[src/rtl/fetch_pkg.sv]
// Shared definitions for the fetch-to-decode instruction queue.
// Holds the NOP encoding, the buffered entry layout and the wrapped pointer increment.
package fetch_pkg;

    localparam int FQ_XLEN    = 32;
    localparam int PTR_CALC_W = 5;

    localparam logic [31:0] NOP_INS = 32'h0000_0013;

    typedef struct packed {
        logic [FQ_XLEN-1:0] ins;
        logic [FQ_XLEN-1:0] pc;
        logic [FQ_XLEN-1:0] pcp4;
    } fetch_entry_t;

    // Explicit compare against depth-1 so non-power-of-two depths wrap correctly.
    function automatic logic [PTR_CALC_W-1:0] ptr_inc(
        input logic [PTR_CALC_W-1:0] ptr,
        input logic [PTR_CALC_W-1:0] depth
    );
        logic [PTR_CALC_W-1:0] w_nxt;
        if (ptr == (depth - 5'd1)) begin
            w_nxt = 5'd0;
        end else begin
            w_nxt = ptr + 5'd1;
        end
        return w_nxt;
    endfunction

endpackage

[src/rtl/fq_ptr.sv]
// Circular-buffer pointer: advances on enable, wraps at DEPTH-1,
// synchronously cleared by reset or flush.
module fq_ptr
    import fetch_pkg::*;
#(
    parameter int DEPTH = 2,
    localparam int PW   = $clog2(DEPTH)
) (
    input  logic          i_clk,
    input  logic          i_clr,
    input  logic          i_en,
    output logic [PW-1:0] o_ptr
);

    logic [PW-1:0] r_ptr;
    logic [PW-1:0] w_nxt;

    // Wrapped successor of the current pointer.
    always_comb begin
        w_nxt = PW'(ptr_inc(PTR_CALC_W'(r_ptr), PTR_CALC_W'(DEPTH)));
    end

    // Pointer register; clear wins over advance.
    always_ff @(posedge i_clk) begin
        if (i_clr) begin
            r_ptr <= {PW{1'b0}};
        end else if (i_en) begin
            r_ptr <= w_nxt;
        end
    end

    assign o_ptr = r_ptr;

endmodule

[src/rtl/fetch_queue.sv]
// Instruction buffer between fetch and decode; WIDTH up to FQ_XLEN.
// Optional same-cycle empty-queue bypass is enabled by defining FETCH_QUEUE_BYPASS_EN.
module fetch_queue
    import fetch_pkg::*;
#(
    parameter int DEPTH  = 2,
    parameter int WIDTH  = 32,
    localparam int PW    = $clog2(DEPTH),
    localparam int CW    = $clog2(DEPTH + 1)
) (
    input  logic             clk,
    input  logic             reset,
    input  logic             in_valid,
    output logic             in_ready,
    input  logic [WIDTH-1:0] in_ins,
    input  logic [WIDTH-1:0] in_pc,
    input  logic [WIDTH-1:0] in_pcp4,
    output logic             out_valid,
    input  logic             out_ready,
    output logic [WIDTH-1:0] out_ins,
    output logic [WIDTH-1:0] out_pc,
    output logic [WIDTH-1:0] out_pcp4,
    input  logic             flush,
    output logic [CW-1:0]    count
);

    localparam logic [CW-1:0] CNT_ZERO = {CW{1'b0}};
    localparam logic [CW-1:0] CNT_ONE  = CW'(1);
    localparam logic [CW-1:0] CNT_FULL = CW'(DEPTH);

    fetch_entry_t  r_mem [DEPTH];
    logic [CW-1:0] r_cnt;

    logic [PW-1:0] w_wp;
    logic [PW-1:0] w_rp;
    logic          w_clr;
    logic          w_empty;
    logic          w_full;
    logic          w_push;
    logic          w_pop;
    logic          w_skip_write;
    fetch_entry_t  w_wr_entry;
    fetch_entry_t  w_head;

    assign w_clr   = reset | flush;
    assign w_empty = (r_cnt == CNT_ZERO);
    assign w_full  = (r_cnt == CNT_FULL);

`ifdef FETCH_QUEUE_BYPASS_EN
    logic w_bypass;
    assign w_bypass     = w_empty & in_valid & ~flush;
    assign w_skip_write = w_bypass & out_ready;
`else
    assign w_skip_write = 1'b0;
`endif

    // in_ready depends only on registered occupancy, so a full queue refuses a push even if decode pops.
    assign in_ready = ~w_full;
    assign w_push   = in_valid & in_ready & ~w_clr & ~w_skip_write;
    assign w_pop    = ~w_empty & out_ready & ~w_clr;

    assign w_wr_entry.ins  = FQ_XLEN'(in_ins);
    assign w_wr_entry.pc   = FQ_XLEN'(in_pc);
    assign w_wr_entry.pcp4 = FQ_XLEN'(in_pcp4);
    assign w_head          = r_mem[w_rp];

    fq_ptr #(.DEPTH(DEPTH)) u_wp (
        .i_clk (clk),
        .i_clr (w_clr),
        .i_en  (w_push),
        .o_ptr (w_wp)
    );

    fq_ptr #(.DEPTH(DEPTH)) u_rp (
        .i_clk (clk),
        .i_clr (w_clr),
        .i_en  (w_pop),
        .o_ptr (w_rp)
    );

    // Occupancy counter; reset/flush take priority over push and pop.
    always_ff @(posedge clk) begin
        if (w_clr) begin
            r_cnt <= CNT_ZERO;
        end else if (w_push && !w_pop) begin
            r_cnt <= r_cnt + CNT_ONE;
        end else if (w_pop && !w_push) begin
            r_cnt <= r_cnt - CNT_ONE;
        end
    end

    // Entry storage; contents are masked at the outputs whenever the queue is empty.
    always_ff @(posedge clk) begin
        if (w_push) begin
            r_mem[w_wp] <= w_wr_entry;
        end
    end

    // Head presentation: queued entry, optional bypass, otherwise NOP with zero PCs.
    always_comb begin
        out_valid = 1'b0;
        out_ins   = WIDTH'(NOP_INS);
        out_pc    = {WIDTH{1'b0}};
        out_pcp4  = {WIDTH{1'b0}};
        if (!w_empty) begin
            out_valid = 1'b1;
            out_ins   = WIDTH'(w_head.ins);
            out_pc    = WIDTH'(w_head.pc);
            out_pcp4  = WIDTH'(w_head.pcp4);
        end
`ifdef FETCH_QUEUE_BYPASS_EN
        else if (w_bypass) begin
            out_valid = 1'b1;
            out_ins   = in_ins;
            out_pc    = in_pc;
            out_pcp4  = in_pcp4;
        end
`endif
        else begin
            out_valid = 1'b0;
        end
    end

    assign count = r_cnt;

endmodule

[config.mk]
export PLATFORM = sky130hd
export DESIGN_NAME = fetch_queue
export DESIGN_NICKNAME = d
export VERILOG_FILES = /design/src/rtl/fetch_pkg.sv /design/src/rtl/fq_ptr.sv /design/src/rtl/fetch_queue.sv
export SDC_FILE = /design/constraint.sdc
export NUM_CORES = 1
export LEC_CHECK = 0
export CAP_MARGIN = 10
export CELL_PAD_IN_SITES_DETAIL_PLACEMENT = 0
export CELL_PAD_IN_SITES_GLOBAL_PLACEMENT = 1
export CORE_MARGIN = 2
export CORE_UTILIZATION = 40
export CTS_CLUSTER_SIZE = 25
export DETAILED_ROUTE_END_ITERATION = 7
export PLACE_DENSITY_LB_ADDON = 0.1
export SLEW_MARGIN = 40
export SYNTH_ARGS = -nofsm -noshare
export SYNTH_HDL_FRONTEND = slang
export SYNTH_HIERARCHICAL = 1
export SYNTH_SLANG_ARGS = --single-unit
[constraint.sdc]
create_clock -name clk -period 7.4 [get_ports clk]
set_input_delay 1.48 -clock clk [delete_from_list [all_inputs] [get_ports clk]]
set_output_delay 1.48 -clock clk [all_outputs]
set_load 0.05 [all_outputs]
==> reports/qor.yml <==
critPathBufInv: 3
core.rowCount: 49
critical_path_arrival_ps: 2720
cts-hold-fix-buffers: 0
critical_path.endpoint_type: "output port"
timing.critical_path.slowest_stage_cell: "sky130_fd_sc_hd__clkdlybuf4s50_1"
synth_top_cells_by_area: "sky130_fd_sc_hd__edfxtp_1 77%, sky130_fd_sc_hd__mux2i_1 13%, sky130_fd_sc_hd__nor2_1 5.0%"
synth-adder-area-share_pct: 0.1677
area_share_of_the_leading_cell_type_in_the_synthesized_netlist_pct: 77.26
die_w_um: 140.6
cap_viol_max_count: 0
synth.yosys.seq_area_share_pct: 78.34
post_synth_and_or_nand_nor_area_fraction_pct: 5.516
port_buffers: 200
post_synth_xor_area_fraction_pct: 0.4695
dieArea_um2: 19760
worst_setup_path_start_kind: "flop"
fmax_ghz: 0.2379
fin_worst_skew_ps: 10.52
synth-seq-cells: 196
slew_headroom_pct: 45.78
timing.final.setup_violations: 0
hold_path_class: "flop to flop"
synth_edf_count: 192
synth.mux.area_fraction_pct: 12.88
max-vdd-ir-drop_v: 0.0001535
clock_path_buffers: 2
area_growth_pct: 38.90
synth_area_um2: 7462
tritoncts: "yes"
route.detailed.drc: 0
ctsResizeCount: 0
cts_htree_levels: 4
report.final.slew_viol_count: 0
drt_first_pass_iters: 4
number_of_global_route_vias_before_repair: 4469
post_route_cells_drive_above_1_share_pct: 6.452
finalHoldViolations: 0
grt_setup_unrepaired: "false"
n_antenna_cell: 0
clock_latency_ps: 420
std_cell_core_area_um2: 18150
largest_family_of_logic_cells_by_synthesized_area: "multiplexers"
synth_warnings: 6
ys_types: 20
tritoncts.num_buffers: 17
drt.antenna.violating_nets: 0
clockRootBuffer: "sky130_fd_sc_hd__clkbuf_16"
timing.setup.critical_path_class: "flop to output port"
detail_route.iter0.violations: 189
grt_antenna_before_repair: 0
cells_along_the_critical_path: "nor2_4 > buf_16 > buf_4 > nor2_1 > clkdlybuf4s50_1"
kind_of_cell_with_the_highest_combined_delay_on_the_critical_path: "buffers and inverters"
clock_sink_count: 196
dp_cells: 850
worstMarginPinSlew_ps: 813.4
cell_area_after_layout_um2: 10360
run_status: "complete, no violations"
wire_per_inst_um: 17.20
postRouteWirelength_um: 15140
floorplan.initialDensity_pct: 41.12
synth_largest_area_cell: "sky130_fd_sc_hd__edfxtp_1"
route.vias.total: 4191
synth_cells: 432
cellPowerDensity_nw_per_um2: 229.1
synth.cells.most_frequent: "192 x sky130_fd_sc_hd__edfxtp_1, 99 x sky130_fd_sc_hd__nor2_1, 96 x sky130_fd_sc_hd__mux2i_1"
cp_data_required_time_ps: 5920
synth_most_common_cell: "sky130_fd_sc_hd__edfxtp_1"
worst_path_largest_cell_delay_ps: 740
grt_pass1_wl_um: 23510
cts_clk_pin_slew_worst_paths_ps: 60
final_cells: 880
num-nets-final: 742
largest_fanout_of_any_net_on_the_critical_path: 48
number_of_vias_per_cell_after_detailed_routing: 4.763
global_route.overflow_total: 0
synth-async-reset-ratio_pct: 0
post_cts.repair.setup_buffers: 0
period_needed_ps: 4204
final.fill_count: 1442
final.period_utilization_pct: 56.81
synth-compound-area-share_pct: 0.1341
aggregate_global_route_resource_usage_pct: 15.69
syn_avg_cell_area_um2: 17.27
pin_count: 201
synth_top_flop_cell: "sky130_fd_sc_hd__edfxtp_1"
gp_routability_congestion: 0.7449
placedInstanceArea_um2: 9753
finalCoreUtilization_pct: 57.12
nets_in_the_synthesized_netlist: 534
p_leak_nw: 3.260
setup_total_negative_slack_ps: 0
grt_start_max_net_pins: 59
die_height_um: 140.6
dp_hpwl_um: 9869
[cell usage in the layout (no fill, tap or decap), types with 3 or more instances in the layout]
master,count
sky130_fd_sc_hd__clkdlybuf4s50_1,200
sky130_fd_sc_hd__edfxtp_1,192
sky130_fd_sc_hd__nor2_1,97
sky130_fd_sc_hd__mux2i_1,96
sky130_fd_sc_hd__clkbuf_16,17
sky130_fd_sc_hd__inv_1,5
sky130_fd_sc_hd__clkinv_4,5
sky130_fd_sc_hd__bufinv_16,4
sky130_fd_sc_hd__buf_4,4
sky130_fd_sc_hd__nor2_4,3
sky130_fd_sc_hd__nand2_1,3
sky130_fd_sc_hd__dfxtp_1,3
[state kept, by name, indices dropped and copies added (netlist names)]
signal	count
r_mem	192
u_rp/o_ptr	1
u_wp/o_ptr	1
count	2
[cell type report]
cell class / instances / area [um^2] / share of cell area [%]
clock buffers: 17 / 425.4 / 4.104
clock inverters: 13 / 186.4 / 1.799
inverters: 5 / 18.77 / 0.1811
multi-input cells: 210 / 1450 / 13.99
flip-flops and latches: 196 / 5849 / 56.43
well taps: 229 / 286.5 / 2.764
repair buffers: 210 / 2148 / 20.73
[worst register-to-register path, stage by stage, from the launching register on]
cell and delay (ps):
sky130_fd_sc_hd__dfxtp_1 460, sky130_fd_sc_hd__nand2b_1 180, sky130_fd_sc_hd__nand3_1 210, sky130_fd_sc_hd__nor2_4 360
sky130_fd_sc_hd__buf_8 250, sky130_fd_sc_hd__buf_12 320
[worst paths after layout]
kind | cells after the start | slack, ps | to | start
max | 5 | 3200 | out_pcp4[13] | count[0]$_SDFFE_PP0P_
min | 2 | 570 | count[1]$_SDFFE_PP0P_ | count[1]$_SDFFE_PP0P_
max reg2reg | 5 | 5220 | r_mem[1][42]$_DFFE_PP_ | count[0]$_SDFFE_PP0P_
min reg2reg | 2 | 570 | count[1]$_SDFFE_PP0P_ | count[1]$_SDFFE_PP0P_
[stage by stage]
| step | power (mW) | hold slack (ps) | worst slack (ps) |
|---|---|---|---|
| 6_report | 2.374 | 567.1 | 3196 |
| 5_1_grt | 2.456 | 605.4 | 3033 |
| 4_1_cts | 2.402 | 567.8 | 3148 |
| 3_5_place_dp | 1.458 | 557.6 | 3617 |
| 3_3_place_gp | 1.451 | 526.8 | 3184 |
| 2_1_floorplan | 1.356 | 484.1 | 1053 |
[cell families (layout without fill, tap and decap cells)]
group           count (synthesis)  in the layout
buf+inv                        26            245
simple gates                  107            107
fa+ha+maj                       1              1
flops                         196            196
compound gates                  2              2
mux                            96             96
xor+xnor                        4              4
[power breakdown]
part | total (mW) | switching, mW | internal [mW]
combinational | 0.190 | 0.105 | 0.0848
clock | 0.942 | 0.380 | 0.562
sequential | 1.24 | 0.00451 | 1.24
[layer usage]
layer	GRT usage (%)	part of all wire (%)
met2	26.44	50
met4	5.368	1.1
met3	5.367	6.5
met1	19.03	43
met5	0	0
No activity file was read; power rests on OpenSTA's default activity.
